==> config.mk <==
export PLATFORM = sky130hd
export DESIGN_NAME = uart_rx_oversampler_flat
export DESIGN_NICKNAME = d
export VERILOG_FILES = /design/src/rtl/uart_rx_oversampler_if.sv /design/src/rtl/uart_rx_oversampler.sv /design/src/flat_wrapper.sv
export SDC_FILE = /design/constraint.sdc
export NUM_CORES = 1
export LEC_CHECK = 0
export ABC_AREA = 0
export BUFFER_PORTS_ARGS = -buffer_cell sky130_fd_sc_hd__clkbuf_2
export CAP_MARGIN = 0
export CORE_AREA = 2 2 82 84
export CTS_CLUSTER_DIAMETER = 200
export DETAILED_ROUTE_END_ITERATION = 7
export DIE_AREA = 0 0 84 86
export HOLD_SLACK_MARGIN = 0.1
export PLACE_DENSITY = 0.45
export SLEW_MARGIN = 20
export SYNTH_ARGS = -nofsm -noshare
export SYNTH_HDL_FRONTEND = slang
export SYNTH_SLANG_ARGS = --single-unit
==> constraint.sdc <==
create_clock -name clk -period 1.97 [get_ports clk]
set_clock_uncertainty 0.2 [all_clocks]
set_input_delay 0.0985 -clock clk [delete_from_list [all_inputs] [get_ports clk]]
set_output_delay 0.0985 -clock clk [all_outputs]
set_load 0.005 [all_outputs]
==> src/rtl/uart_rx_oversampler_if.sv <==
// Serial receive link bundle: RxD line in, received byte plus status strobes out.
// The slave modport is the receiver; the master modport drives the line and observes results.
interface uart_rx_oversampler_if;
  logic       RxD;
  logic [7:0] RxData;
  logic       isNewData;
  logic       frameErr;
  logic       rxBusy;

  modport master (
    output RxD,
    input  RxData,
    input  isNewData,
    input  frameErr,
    input  rxBusy
  );

  modport slave (
    input  RxD,
    output RxData,
    output isNewData,
    output frameErr,
    output rxBusy
  );
endinterface

==> src/rtl/uart_rx_oversampler.sv <==
// 16x-oversampled UART receiver: 2-flop synchronizer, mid-bit sampling, false-start and framing checks.
// Define RX_PARITY_EN to expect one even-parity bit between D7 and stop (8E1); otherwise 8N1.
module uart_rx_oversampler #(
  parameter int unsigned CLK_FREQ   = 100_000_000,
  parameter int unsigned BAUD_RATE  = 230400,
  parameter int unsigned OVERSAMPLE = 16,
  parameter int unsigned TICK_DIV   = CLK_FREQ / (BAUD_RATE * OVERSAMPLE)
) (
  input  logic                        clk,
  input  logic                        reset,
  uart_rx_oversampler_if.slave        rx_if
);

  localparam int unsigned DIV_W  = (TICK_DIV > 1) ? $clog2(TICK_DIV) : 1;
  localparam int unsigned TICK_W = $clog2(OVERSAMPLE);

  localparam logic [DIV_W-1:0]  DIV_LAST  = DIV_W'(TICK_DIV - 1);
  localparam logic [TICK_W-1:0] TICK_LAST = TICK_W'(OVERSAMPLE - 1);
  localparam logic [TICK_W-1:0] HALF_LAST = TICK_W'(OVERSAMPLE / 2 - 1);

  typedef enum logic [2:0] {
    S_IDLE,
    S_START,
    S_DATA,
`ifdef RX_PARITY_EN
    S_PARITY,
`endif
    S_STOP,
    S_BRK
  } state_t;

  state_t            state, state_next;
  logic [DIV_W-1:0]  div_cnt, div_next;
  logic [TICK_W-1:0] tick_cnt, tick_next;
  logic [2:0]        bit_cnt, bit_next;
  logic [7:0]        shreg, shreg_next;
  logic [7:0]        rx_data, data_next;
  logic              new_data, nd_next;
  logic              frame_err, fe_next;
  logic              rx_meta, rx_s;
  logic              tick_en;
  logic              bit_end;
  logic              mid_start;
  logic              par_ok;

`ifdef RX_PARITY_EN
  logic              par_acc, par_next;
`endif

  // Synchronizer flops reset to 1 so a reset release never looks like a start edge.
  always_ff @(posedge clk) begin
    if (!reset) begin
      rx_meta <= 1'b1;
      rx_s    <= 1'b1;
    end else begin
      rx_meta <= rx_if.RxD;
      rx_s    <= rx_meta;
    end
  end

  assign tick_en   = (state != S_IDLE) && (div_cnt == DIV_LAST);
  assign bit_end   = tick_en && (tick_cnt == TICK_LAST);
  assign mid_start = tick_en && (tick_cnt == HALF_LAST);

`ifdef RX_PARITY_EN
  assign par_ok = ~par_acc;
`else
  assign par_ok = 1'b1;
`endif

  always_ff @(posedge clk) begin
    if (!reset) begin
      state     <= S_IDLE;
      div_cnt   <= '0;
      tick_cnt  <= '0;
      bit_cnt   <= '0;
      shreg     <= '0;
      rx_data   <= '0;
      new_data  <= 1'b0;
      frame_err <= 1'b0;
`ifdef RX_PARITY_EN
      par_acc   <= 1'b0;
`endif
    end else begin
      state     <= state_next;
      div_cnt   <= div_next;
      tick_cnt  <= tick_next;
      bit_cnt   <= bit_next;
      shreg     <= shreg_next;
      rx_data   <= data_next;
      new_data  <= nd_next;
      frame_err <= fe_next;
`ifdef RX_PARITY_EN
      par_acc   <= par_next;
`endif
    end
  end

  always_comb begin
    state_next = state;
    div_next   = (state == S_IDLE || tick_en) ? '0 : div_cnt + DIV_W'(1);
    tick_next  = tick_en ? tick_cnt + TICK_W'(1) : tick_cnt;
    bit_next   = bit_cnt;
    shreg_next = shreg;
    data_next  = rx_data;
    nd_next    = 1'b0;
    fe_next    = 1'b0;
`ifdef RX_PARITY_EN
    par_next   = par_acc;
`endif

    unique case (state)
      S_IDLE: begin
        tick_next = '0;
        if (!rx_s) state_next = S_START;
      end

      // Start bit is only committed once it is still low half a bit in.
      S_START: begin
        if (mid_start) begin
          tick_next = '0;
          if (rx_s) begin
            state_next = S_IDLE;
          end else begin
            state_next = S_DATA;
            bit_next   = '0;
`ifdef RX_PARITY_EN
            par_next   = 1'b0;
`endif
          end
        end
      end

      S_DATA: begin
        if (bit_end) begin
          tick_next  = '0;
          shreg_next = {rx_s, shreg[7:1]};
          bit_next   = bit_cnt + 3'd1;
`ifdef RX_PARITY_EN
          par_next   = par_acc ^ rx_s;
          if (bit_cnt == 3'd7) state_next = S_PARITY;
`else
          if (bit_cnt == 3'd7) state_next = S_STOP;
`endif
        end
      end

`ifdef RX_PARITY_EN
      S_PARITY: begin
        if (bit_end) begin
          tick_next  = '0;
          par_next   = par_acc ^ rx_s;
          state_next = S_STOP;
        end
      end
`endif

      // Leaving at mid stop bit lets a back-to-back start edge be caught from IDLE.
      S_STOP: begin
        if (bit_end) begin
          tick_next = '0;
          if (rx_s && par_ok) begin
            data_next  = shreg;
            nd_next    = 1'b1;
            state_next = S_IDLE;
          end else begin
            fe_next    = 1'b1;
            state_next = S_BRK;
          end
        end
      end

      S_BRK: begin
        tick_next = '0;
        if (rx_s) state_next = S_IDLE;
      end

      default: begin
        state_next = S_IDLE;
      end
    endcase
  end

  assign rx_if.RxData    = rx_data;
  assign rx_if.isNewData = new_data;
  assign rx_if.frameErr  = frame_err;
  assign rx_if.rxBusy    = (state != S_IDLE);

endmodule

==> src/flat_wrapper.sv <==
// flat-port wrapper written by rule: the top's interface ports become plain ports
module uart_rx_oversampler_flat 
#(
  parameter int unsigned CLK_FREQ   = 100_000_000,
  parameter int unsigned BAUD_RATE  = 230400,
  parameter int unsigned OVERSAMPLE = 16,
  parameter int unsigned TICK_DIV   = CLK_FREQ / (BAUD_RATE * OVERSAMPLE)
)
  (clk, reset, rx_if_RxD, rx_if_RxData, rx_if_isNewData, rx_if_frameErr, rx_if_rxBusy);
  uart_rx_oversampler_if rx_if_i ();
  input  logic clk;
  input  logic reset;
  input wire logic [$bits(rx_if_i.RxD)-1:0] rx_if_RxD;
  output wire logic [$bits(rx_if_i.RxData)-1:0] rx_if_RxData;
  output wire logic [$bits(rx_if_i.isNewData)-1:0] rx_if_isNewData;
  output wire logic [$bits(rx_if_i.frameErr)-1:0] rx_if_frameErr;
  output wire logic [$bits(rx_if_i.rxBusy)-1:0] rx_if_rxBusy;
  assign rx_if_i.RxD = rx_if_RxD;
  assign rx_if_RxData = rx_if_i.RxData;
  assign rx_if_isNewData = rx_if_i.isNewData;
  assign rx_if_frameErr = rx_if_i.frameErr;
  assign rx_if_rxBusy = rx_if_i.rxBusy;
  uart_rx_oversampler #(.CLK_FREQ(CLK_FREQ), .BAUD_RATE(BAUD_RATE), .OVERSAMPLE(OVERSAMPLE), .TICK_DIV(TICK_DIV)) u_core (.clk(clk), .reset(reset), .rx_if(rx_if_i));
endmodule
### Word-level counts from Yosys, hierarchy flattened

Cells that the tools add are included.

| storage, ports and cells | value |
|---|---|
| register bits after elaboration | 35 |

| cells by class | value |
|---|---|
| add/sub/neg operators | 3 |
| eq/ne operators | 15 |
| multiplexer cells | 19 |
| bitwise operators | 1 |
| reduce and logical (&&, ||, !) cells | 15 |

Operators with widths:

| cell | number |
|---|---|
| $mux 3 | 10 |
| $pmux 3 s5 | 1 |
| $mux 4 | 3 |
| $pmux 4 s3 | 1 |
| $ne 2x1->1 const B | 5 |
| $eq 3x2->1 const B | 2 |
| $eq 3x3->1 const B | 2 |
| $pmux 3 s2 | 1 |
| $reduce_and 3->1 | 2 |
| $reduce_and 6->1 | 1 |
| $reduce_or 2->1 | 3 |
| $add 5x1->5 const B | 1 |
| $eq 5x5->1 const B | 1 |
| $add 4x1->4 const B | 1 |
| $eq 4x3->1 const B | 1 |
| $eq 4x4->1 const B | 1 |
| $ne 2x2->1 const B | 2 |
| $reduce_and 4->1 | 1 |
| $add 3x1->3 const B | 1 |
| $eq 3x1->1 const B | 1 |
| $logic_and 1x1->1 | 3 |
| $logic_not 3->1 | 1 |
| $reduce_bool 3->1 | 1 |
| $mux 1 | 2 |
| other kinds (5) | 5 |

### Logic depth before layout (Yosys ltp)

Gate-level depths: netlist of run 1.

| logic depth | value |
|---|---|
| depth in word-level cells | 5 |
| gate-level depth with buffers | 6 |
| depth with buffers taken out | 5 |

### Worst setup path before layout of run 1

OpenSTA, ideal clock, no wires.

| path | value |
|---|---|
| path type | reg-to-reg |
| start | register u_core.div_cnt[0] |
| end | register u_core.state[2] |
| library setup time | 0.066 ns |
| arrival time | 1.382 ns |
| data required time | 1.704 ns |
| slack | 0.321 ns |
| stages on the path, launching flop included | 7 |
| cell sequence | dfxtp_1 > inv_1 > ha_1 > nand4b_4 > buf_6 > or3_4 > a21oi_2 |

| between the ends | value |
|---|---|
| word-level cells in the longest chain between the ends | 5 |
| elaborated cells on any way between the ends | 8 |
| classes of those cells | eq/ne: 4; reduce/logical: 4 |

Ends and longest elaborated chain:

| item | RTL line | text |
|---|---|---|
| start, declared | uart_rx_oversampler.sv:33 | `logic [DIV_W-1:0] div_cnt, div_next;` |
| start signal, assigned | uart_rx_oversampler.sv:86 | `div_cnt <= div_next;` |
| $eq 5x5->1 * | uart_rx_oversampler.sv:61 | `assign tick_en = (state != S_IDLE) && (div_cnt == DIV_LAST);` |
| $logic_and 1x1->1 * | uart_rx_oversampler.sv:61 |  |
| $logic_and 1x1->1 (on tied branches) | uart_rx_oversampler.sv:62, uart_rx_oversampler.sv:63 |  |
| $ne 2x1->1 (no source line) | - |  |
| $reduce_and 6->1 (no source line) * | - |  |
| end signal, assigned | uart_rx_oversampler.sv:85 | `state <= state_next;` |
| end, declared | uart_rx_oversampler.sv:32 | `state_t state, state_next;` |

Mark *: on every way between the ends. The rest lies on a longest branch, timed or not.
A chain may end at the register's enable or synchronous reset.

### Worst setup path in the final report of run 1

| path | value |
|---|---|
| start | register u_core.div_cnt[0] |
| end | register u_core.tick_cnt[3] |

| between the ends | value |
|---|---|
| word-level cells in the longest chain between the ends | 5 |
| elaborated cells on any way between the ends | 8 |
| classes of those cells | eq/ne: 1; mux: 4; reduce/logical: 3 |

Ends and longest elaborated chain:

| item | RTL line | text |
|---|---|---|
| $eq 5x5->1 * | uart_rx_oversampler.sv:61 |  |
| $logic_and 1x1->1 * | uart_rx_oversampler.sv:61 |  |
| $mux 4, or another cell as far along | uart_rx_oversampler.sv:102 | `tick_next = tick_en ? tick_cnt + TICK_W'(1) : tick_cnt;` |
| $mux 4 (on tied branches) | uart_rx_oversampler.sv:135, uart_rx_oversampler.sv:160, uart_rx_oversampler.sv:120 |  |
| $pmux 4 s3 * | uart_rx_oversampler.sv:112 | `unique case (state)` |
| end signal, assigned | uart_rx_oversampler.sv:87 | `tick_cnt <= tick_next;` |
| end, declared | uart_rx_oversampler.sv:34 | `logic [TICK_W-1:0] tick_cnt, tick_next;` |

Marks and branches as above.

==> results of run 1 <==
-- state kept, by name, summed over array words and instances (netlist names) --
signal	flops
u_core.rx_s	1
u_core.state	3
u_core.rx_if.isNewData	1
u_core.div_cnt	5
u_core.shreg	8
u_core.rx_if.RxData	8
u_core.bit_cnt	3
u_core.rx_meta	1
u_core.rx_if.frameErr	1
u_core.tick_cnt	4
-- worst max-delay path, delay by kind of cell (launching register included) --
| family | cells | cell delay, ps |
|---|---|---|
| adder cells (fa/ha/maj) | 1 | 200 |
| flip-flops | 1 | 330 |
| AO/OA/AOI/OAI | 1 | 150 |
| buffers and inverters | 1 | 60 |
| AND/OR/NAND/NOR | 2 | 800 |
-- metal layers --
layer	global-route usage (%)	wire (µm)	vias to the layer above	part of all wire, %
met5	0	0	-	0
met4	4.40	66	0	2.3
met3	2.89	81	5	2.8
met2	12.4	1250	12	44
met1	11.4	1460	526	51
li1	-	-	587	-
-- cell usage after synthesis (3+ instances only) --
cell | count | area, µm²
a21oi_1 | 5 | 25.0
o2bb2ai_1 | 3 | 26.3
nand2b_1 | 4 | 25.0
nand2_1 | 22 | 82.6
ha_1 | 5 | 62.6
clkbuf_1 | 3 | 11.3
dfxtp_1 | 35 | 701
mux2i_1 | 16 | 160
nand3_1 | 7 | 35.0
nor2_1 | 10 | 37.5
inv_1 | 5 | 18.8
o21ai_0 | 3 | 15.0
-- cells by family (layout without fill, tap and decap cells) --
group | Yosys count | in the layout | share of synthesized area, %
AND/OR/NAND/NOR | 62 | 62 | 25.2
flip-flops | 35 | 35 | 45.0
AO/OA/AOI/OAI | 19 | 19 | 8.92
multiplexers | 16 | 16 | 10.3
buffers and inverters | 12 | 36 | 4.34
adder cells (fa/ha/maj) | 5 | 5 | 4.02
XOR/XNOR | 4 | 4 | 2.25
-- final cells by class --
type | count | share of cell area [%]
multi-input cells | 106 | 42.3
flip-flops and latches | 35 | 37.6
repair buffers | 23 | 9.27
well taps | 77 | 5.17
clock buffers | 6 | 3.90
inverters | 5 | 1.01
clock inverters | 2 | 0.672
-- power by group --
| group | internal, µW | leakage [µW] | switching, µW |
|---|---|---|---|
| logic | 16.9 | 0.000456 | 22.5 |
| clock network | 247 | 0.0000412 | 254 |
| registers | 711 | 0.000282 | 2.54 |
| total | 975 | 0.000780 | 279 |
-- worst min path at each step --
stage | startpoint | to | slack [ps] | depth (start not counted)
2_1_floorplan | rx_if_RxD | u_core.rx_meta | -0.03 | 1
3_3_place_gp | rx_if_RxD | u_core.rx_meta | 80 | 2
3_5_place_dp | rx_if_RxD | u_core.rx_meta | 80 | 2
4_1_cts | u_core.rx_meta | u_core.rx_s | 220 | 1
5_1_grt | u_core.rx_meta | u_core.rx_s | 240 | 1
6_report | u_core.rx_meta | u_core.rx_s | 210 | 1
-- per-stage QoR --
step	instance area, µm²	util [%]
6_report	1860	29.7
4_1_cts	1860	29.7
2_1_floorplan	1560	-
3_5_place_dp	1750	27.8
5_1_grt	1860	29.7
3_3_place_gp	1750	27.8
-- placed cells by master (no fill, tap or decap), types with 2 or more instances in the layout --
| cell | synthesis | final |
|---|---|---|
| nor3_4 | 2 | 2 |
| a21oi_1 | 5 | 5 |
| dlygate4sd3_1 | 0 | 3 |
| buf_12 | 0 | 2 |
| nand2b_1 | 4 | 4 |
| or4_1 | 2 | 2 |
| xnor2_1 | 2 | 2 |
| inv_1 | 5 | 5 |
| ha_1 | 5 | 5 |
| buf_4 | 2 | 5 |
| clkbuf_2 | 0 | 13 |
| o21ai_0 | 3 | 3 |
| dfxtp_1 | 35 | 35 |
| nor2_1 | 10 | 10 |
| nand3_1 | 7 | 7 |
| and3_1 | 2 | 2 |
| clkbuf_8 | 0 | 5 |
| nand2_1 | 22 | 22 |
| o2bb2ai_1 | 3 | 3 |
| mux2i_1 | 16 | 16 |
| o31ai_1 | 2 | 2 |
| xor2_1 | 2 | 2 |
-- repair_timing --
item,CTS,global route
setup buffers,0,0
hold buffers,3,0
hold endpoints to repair,13,0
==> flow_summary.json, run 1 <==
{
  "status": "finished clean",
  "wirelength_mm": 2.86,
  "synthFlopType": "dfxtp_1",
  "period_needed_ps": 1800,
  "drc": 0,
  "syn_inst": 153,
  "fin_ws_ps": 168,
  "die_w_um": 84,
  "vias": 1130,
  "drv_cap": 0,
  "setup_tns_ps": 0,
  "wl_per_cell_um": 11.3,
  "p_leak_uw": 0.000780,
  "drt_iter0_drc": 29,
  "grt_pass1_wl_mm": 4.97,
  "timing.hold.ws_ps": 214,
  "fillers": 663,
  "synth-seq-area-share_pct": 45.0,
  "startpoint": "u_core.div_cnt[0]",
  "numCtsBuffers": 5,
  "place.gp.congestion": 0.720,
  "cts_tree": "built",
  "synth.avg_cell_area_um2": 10.2,
  "rows": 29,
  "worst_pin_slew_ps": 428,
  "peakVddDrop_mv": 0.518,
  "hpwl_mm": 2.00,
  "area_growth_pct": 19.6,
  "crit_path_start_kind": "flip-flop",
  "crit_arrival_ps": 1820,
  "synth-edff-count": 0,
  "portBuffers": 13,
  "rsz0062_at_grt": "no",
  "clockBufferDepth": 2,
  "slew_headroom_pct": 71.4,
  "crit_chain": "inv_1, ha_1, nand4b_4, or4_1, a21oi_1",
  "placedCellCount": 243,
  "clk_pin_slew_ps": 70,
  "cts-root-buf": "clkbuf_8",
  "first_global_vias": 1036,
  "r2r_setup_slack_ps": 170,
  "post_cts_resized": 0,
  "finish.net_count": 184,
  "timing.rr.end": "u_core.tick_cnt[3]",
  "ys_ff_latch": 35,
  "clk_latency_ps": 290,
  "antenna_found_initial": 0,
  "slowest_stage": "or4_1",
  "layoutNonFillerInstCount": 254,
  "worstRegToRegCells": 5,
  "max_freq_ghz": 0.555,
  "dr.pass1.iters": 4,
  "slowest_delay_ps": 540,
  "crit_end": "u_core.tick_cnt[3]",
  "netlist_area_um2": 1560,
  "finalSetupViolations": 0,
  "worstPathRequired_ps": 1980,
  "floorplan.initialDensity_pct": 24.8,
  "design.die.area_um2": 7220,
  "crit_path_max_fanout": 14,
  "totalPowerFinal_uw": 1250,
  "worstSetupPathType": "reg -> reg",
  "htreeDepth": 2,
  "clock_sinks": 35,
  "io_pins": 14,
  "yosysWarningCount": 0,
  "synth.distinct_cells": 39,
  "end_kind": "flip-flop",
  "grt_usage_pct": 8.59,
  "r2r-start": "u_core.div_cnt[0]",
  "grt_start_max_net_pins": 23,
  "final_antenna_net_count": 0,
  "seqCellArea_um2": 701,
  "hp-class": "reg -> reg",
  "maxSlewViolCount": 0,
  "hold_violations": 0,
  "async_flop_share_pct": 0,
  "antenna_cells": 0,
  "coreArea_um2": 6280,
  "multi_input_area_um2": 788,
  "via_per_inst": 4.45,
  "syn-num-nets": 161,
  "die_height_um": 86,
  "drive_gt1_share_pct": 22.0,
  "powerDensity_nw_per_um2": 674,
  "finalCritPeriodShare_pct": 91.5,
  "dp_slack_ps": 166,
  "grt_remaining_overflow": 0
}
(Power assumes the default switching activity.)
==> inputs of run 2 (changes only) <==
--- a/config.mk
+++ b/config.mk
@@ -8,12 +8,14 @@
 export ABC_AREA = 0
 export BUFFER_PORTS_ARGS = -buffer_cell sky130_fd_sc_hd__clkbuf_2
 export CAP_MARGIN = 0
+export CELL_PAD_IN_SITES_DETAIL_PLACEMENT = 1
+export CELL_PAD_IN_SITES_GLOBAL_PLACEMENT = 1
 export CORE_AREA = 2 2 82 84
 export CTS_CLUSTER_DIAMETER = 200
 export DETAILED_ROUTE_END_ITERATION = 7
 export DIE_AREA = 0 0 84 86
 export HOLD_SLACK_MARGIN = 0.1
-export PLACE_DENSITY = 0.45
+export PLACE_DENSITY = 0.54
 export SLEW_MARGIN = 20
 export SYNTH_ARGS = -nofsm -noshare
 export SYNTH_HDL_FRONTEND = slang
==> constraint.sdc (replaced) <==
create_clock -name clk -period 1.6 [get_ports clk]
set_clock_uncertainty 0.2 [all_clocks]
set_input_delay 0 -clock clk [delete_from_list [all_inputs] [get_ports clk]]
set_output_delay 0 -clock clk [all_outputs]
set_load 0.005 [all_outputs]
==> run 2 against run 1 <==
Effect of this change: the run now ends with negative setup slack left; clock power increased by 26%; cell count increased by 9.8%; flip-flop and latch count unchanged; via count increased by 12%; utilization increased by 5.0 points; final area increased by 17%; non-clock buffer count increased by 25; sequential power increased by 23%; critical path depth increased by 1; first-iteration DRC count increased by 31%; critical path type unchanged; largest cell class unchanged; highest routed layer unchanged.
==> flow_summary.json, run 2 (synthesized netlist as in run 1, its figures left out) <==
{
  "layout_commonest_cell": "dfxtp_1",
  "coreArea_um2": 6280,
  "die_w_um": 84,
  "hold_violations": 0,
  "end_kind": "flip-flop",
  "crit_path_max_fanout": 7,
  "maxSlewViolCount": 0,
  "period_needed_ps": 1670,
  "final_cell_mix": "dfxtp_1, nand2_1, buf_4",
  "grt_pass1_wl_mm": 6.50,
  "dpl_cell_area_um2": 1860,
  "wirelength_mm": 3.87,
  "drc": 0,
  "drv_cap": 0,
  "vias": 1271,
  "drt_iter0_drc": 38,
  "slowest_delay_ps": 350,
  "antenna_found_initial": 0,
  "portBuffers": 13,
  "final_antenna_net_count": 0,
  "crit_chain": "inv_2, ha_4, nand4b_4, buf_6, or3_4, a21oi_2",
  "finalSetupViolations": 22,
  "worst_pin_slew_ps": 375,
  "drive_gt1_share_pct": 34.2,
  "area_growth_pct": 39.8,
  "clockBufferDepth": 2,
  "clk_pin_slew_ps": 80,
  "clock_sinks": 35,
  "slew_headroom_pct": 74.9,
  "worstPathRequired_ps": 1610,
  "crit_arrival_ps": 1690,
  "worstSetupPathType": "reg -> reg",
  "numCtsBuffers": 5,
  "layoutNonFillerInstCount": 279,
  "peakVddDrop_mv": 0.405,
  "max_freq_ghz": 0.598,
  "finalCritPeriodShare_pct": 104,
  "slowest_stage": "or3_4",
  "clk_latency_ps": 290,
  "finish.net_count": 209,
  "crit_path_start_kind": "flip-flop",
  "fin_ws_ps": -71.9,
  "wl_per_cell_um": 13.9,
  "via_per_inst": 4.56,
  "dr.pass1.iters": 3,
  "grt_usage_pct": 11.1,
  "antenna_cells": 0,
  "hpwl_mm": 2.67,
  "stdcell_area_um2": 2180,
  "status": "complete, but fails checks",
  "violations": "negative setup slack",
  "powerDensity_nw_per_um2": 727,
  "rows": 29,
  "crit_family": "simple AND/OR/NAND/NOR gates",
  "dp_slack_ps": -94.0,
  "placedCellCount": 255,
  "first_global_vias": 1418,
  "place.gp.congestion": 0.777,
  "hp-class": "reg -> reg",
  "io_pins": 14,
  "floorplan.initialDensity_pct": 24.8,
  "cts-root-buf": "clkbuf_8",
  "cts_tree": "built",
  "crit_buf_inv": 2,
  "htreeDepth": 2,
  "rsz0062_at_grt": "yes",
  "design.die.area_um2": 7220,
  "p_leak_uw": 0.000912,
  "timing.hold.ws_ps": 246,
  "grt_remaining_overflow": 0,
  "die_height_um": 86,
  "grt_start_max_net_pins": 12
}
## run 2: cell types whose count changed in the layout (fill, tap and decap cells not counted), sizes merged
| cell | previous run | this run |
|---|---|---|
| dlygate4sd3 | 3 | 11 |
| buf | 7 | 24 |
## run 2: area by class of cell
class                   count  area [µm²]
clock inverters             2        12.5
fillers                   727        4100
clock buffers               6        72.6
multi-input cells         106         866
well taps                  77        96.3
repair buffers             48         404
flip-flops and latches     35         706
inverters                   5        18.8
## run 2: report_power, final
group	leakage [µW]	total, µW	internal [µW]	switching (µW)
clock	0.0000412	629	304	324
combinational	0.000586	74.2	36.5	37.7
sequential	0.000284	878	875	2.99
## run 2: path summary, 6_finish.rpt
check | slack, ps | to | from | cells after the start
min reg2reg | 250 | u_core.rx_s | u_core.rx_meta | 1
min | 250 | u_core.rx_s | u_core.rx_meta | 1
max | -70 | u_core.state[2] | u_core.div_cnt[0] | 6
max reg2reg | -70 | u_core.state[2] | u_core.div_cnt[0] | 6
## run 2: per-stage QoR
stage                     total power, µW  utilization (%)  TNS [ps]
after global routing                 1650             34.7     -2360
after detailed placement              949             29.7     -1190
after global placement                946             29.7     -72.8
after CTS                            1600             33.4      -650
after floorplan                       928                -         0
final                                1580             34.7      -438
## run 2: what timing repair did
item                                   4_1_cts  5_1_grt
setup endpoints to repair                   27       33
pin swaps                                    4        7
endpoints found under the hold margin       24        0
hold buffers                                11        0
resized for setup                            6       14
buffers inserted                             2        3
## run 2: per-layer routing
metal / global-route usage [%] / wire, µm / vias to the layer above
met1: 12.6 / 1640 / 625
met5: 0 / 0 / -
met4: 3.08 / 14 / 0
met3: 2.89 / 112 / 2
li1: - / - / 627
met2: 20.7 / 2110 / 17
==> inputs of run 3 (changes only) <==
==> constraint.sdc (replaced) <==
create_clock -name clk -period 1.6 [get_ports clk]
set_clock_uncertainty 0.2 [all_clocks]
set_input_delay 0 -clock clk [delete_from_list [all_inputs] [get_ports clk]]
set_output_delay 0 -clock clk [all_outputs]
set_load 0.02 [all_outputs]
==> run 3 against run 2 <==
Effect of this change: the flow still finishes with violations (negative setup slack); critical path type unchanged; power up 0.27%; first-iteration DRC count is 24% lower; die area unchanged; flip-flop and latch count unchanged; via count increased by 1.2%; maximum frequency is essentially flat; sequential share of layout area decreased by 0.16 points; sequential power about the same; cell count grew 0.36%; register-to-register slack about the same; hold slack improved by 0.57 ps; combinational power up 5.9%.
==> flow_summary.json, run 3 (synthesized netlist as in run 1, its figures left out) <==
{
  "hold_violations": 0,
  "layoutNonFillerInstCount": 280,
  "io_pins": 14,
  "rsz0062_at_grt": "yes",
  "drv_cap": 0,
  "cts_tree": "built",
  "min-delay-start": "u_core.rx_meta",
  "totalPowerFinal_uw": 1590,
  "powerDensity_nw_per_um2": 722,
  "worstPathRequired_ps": 1620,
  "timing.rr.end": "u_core.state[2]",
  "drc": 0,
  "fin_ws_ps": -71.7,
  "drive_gt1_share_pct": 35.0,
  "grt_usage_pct": 11.1,
  "crit_path_max_fanout": 7,
  "floorplan.initialDensity_pct": 24.8,
  "clock_sinks": 35,
  "peakVddDrop_mv": 0.404,
  "crit_arrival_ps": 1690,
  "die_w_um": 84,
  "cts-root-buf": "clkbuf_8",
  "grt_remaining_overflow": 0,
  "clk_latency_ps": 290,
  "finalSetupViolations": 22,
  "place.gp.congestion": 0.777,
  "drt_iter0_drc": 29,
  "finish.net_count": 210,
  "worstSetupPathType": "reg -> reg",
  "via_per_inst": 4.59,
  "coreArea_um2": 6280,
  "p_leak_uw": 0.000917,
  "maxSlewViolCount": 0,
  "violations": "negative setup slack",
  "die_height_um": 86,
  "period_needed_ps": 1670,
  "wirelength_mm": 3.89,
  "design.die.area_um2": 7220,
  "finalCritPeriodShare_pct": 104,
  "r2r_setup_slack_ps": -70,
  "layout_commonest_cell": "dfxtp_1",
  "r2r-start": "u_core.div_cnt[0]",
  "status": "complete, but fails checks",
  "dr.pass1.iters": 4,
  "hp-class": "reg -> reg",
  "numCtsBuffers": 5,
  "hold_end": "u_core.rx_s",
  "grt_pass1_wl_mm": 6.50,
  "placedCellCount": 255,
  "final_antenna_net_count": 0,
  "final_cell_mix": "dfxtp_1, nand2_1, buf_4",
  "rows": 29,
  "area_growth_pct": 41.0,
  "crit_path_start_kind": "flip-flop",
  "hpwl_mm": 2.67,
  "clockBufferDepth": 2,
  "portBuffers": 13,
  "slew_headroom_pct": 75.3,
  "wl_per_cell_um": 13.9,
  "clk_pin_slew_ps": 80,
  "vias": 1286,
  "first_global_vias": 1418,
  "grt_start_max_net_pins": 12,
  "antenna_found_initial": 0,
  "antenna_cells": 0,
  "htreeDepth": 2,
  "max_freq_ghz": 0.598,
  "fillers": 727,
  "holdPathStages": 1,
  "worstRegToRegCells": 6,
  "worst_pin_slew_ps": 370,
  "end_kind": "flip-flop"
}
[run 3: worst max path at each step]
stage / start / endpoint / slack, ps
3_3_place_gp: u_core.div_cnt[0] / u_core.state[2] / -10
4_1_cts: u_core.div_cnt[0] / u_core.tick_cnt[3] / -70
6_report: u_core.div_cnt[0] / u_core.state[2] / -70
5_1_grt: u_core.div_cnt[0] / u_core.state[2] / -130
2_1_floorplan: u_core.tick_cnt[0] / u_core.rx_if.RxData[0] / 7
3_5_place_dp: u_core.tick_cnt[0] / u_core.rx_if.RxData[0] / -90
[run 3: worst max-delay path, stage by stage, from the launching register on]
cell,delay (ps)
dfxtp_2,330
inv_2,60
ha_4,140
nand4b_4,200
buf_6,190
or3_4,350
a21oi_2,130
[run 3: final cells by class]
| class | count | area [µm²] | area share (%) |
|---|---|---|---|
| inverter | 5 | 21.3 | 0.969 |
| timing repair buffer | 49 | 418 | 19.0 |
| clock inverter | 2 | 12.5 | 0.570 |
| sequential | 35 | 708 | 32.3 |
| clock buffer | 6 | 72.6 | 3.31 |
| tap | 77 | 96.3 | 4.39 |
| multi-input combinational | 106 | 866 | 39.5 |
[run 3: power by group]
group          leakage [µW]  internal, µW  switching (µW)
clock network     0.0000412           304             326
logic              0.000591          38.5            40.1
registers          0.000285           873            3.00
total              0.000917          1220             369
[run 3: stage by stage]
step	setup TNS [ps]	instance area [µm²]	hold WS, ps	utilization (%)	setup slack (ps)
floorplan	0	1570	-98.5	-	6.67
global placement	-72.8	1860	-18.6	29.7	-12.9
detailed placement	-1190	1860	-8.47	29.7	-94.0
CTS	-653	2110	226	33.5	-73.7
global route	-2260	2190	264	35.0	-128
finish	-427	2190	246	35.0	-71.7
[run 3: timing repair]
action,CTS,global route
cloned,0,0
buffers inserted,2,4
endpoints found under the setup margin,28,33
endpoints found under the hold margin,24,0
hold buffers,11,0
resized for setup,7,19
pin swaps,4,7
[run 3: metal layers]
metal  global-route usage (%)  up-vias  part of all wire (%)
met1                     12.6      631                    42
met2                     20.7       20                    54
li1                         -      630                     -
met4                     3.08        0                  0.80
met3                     2.89        5                   3.1
met5                        0        -                     0
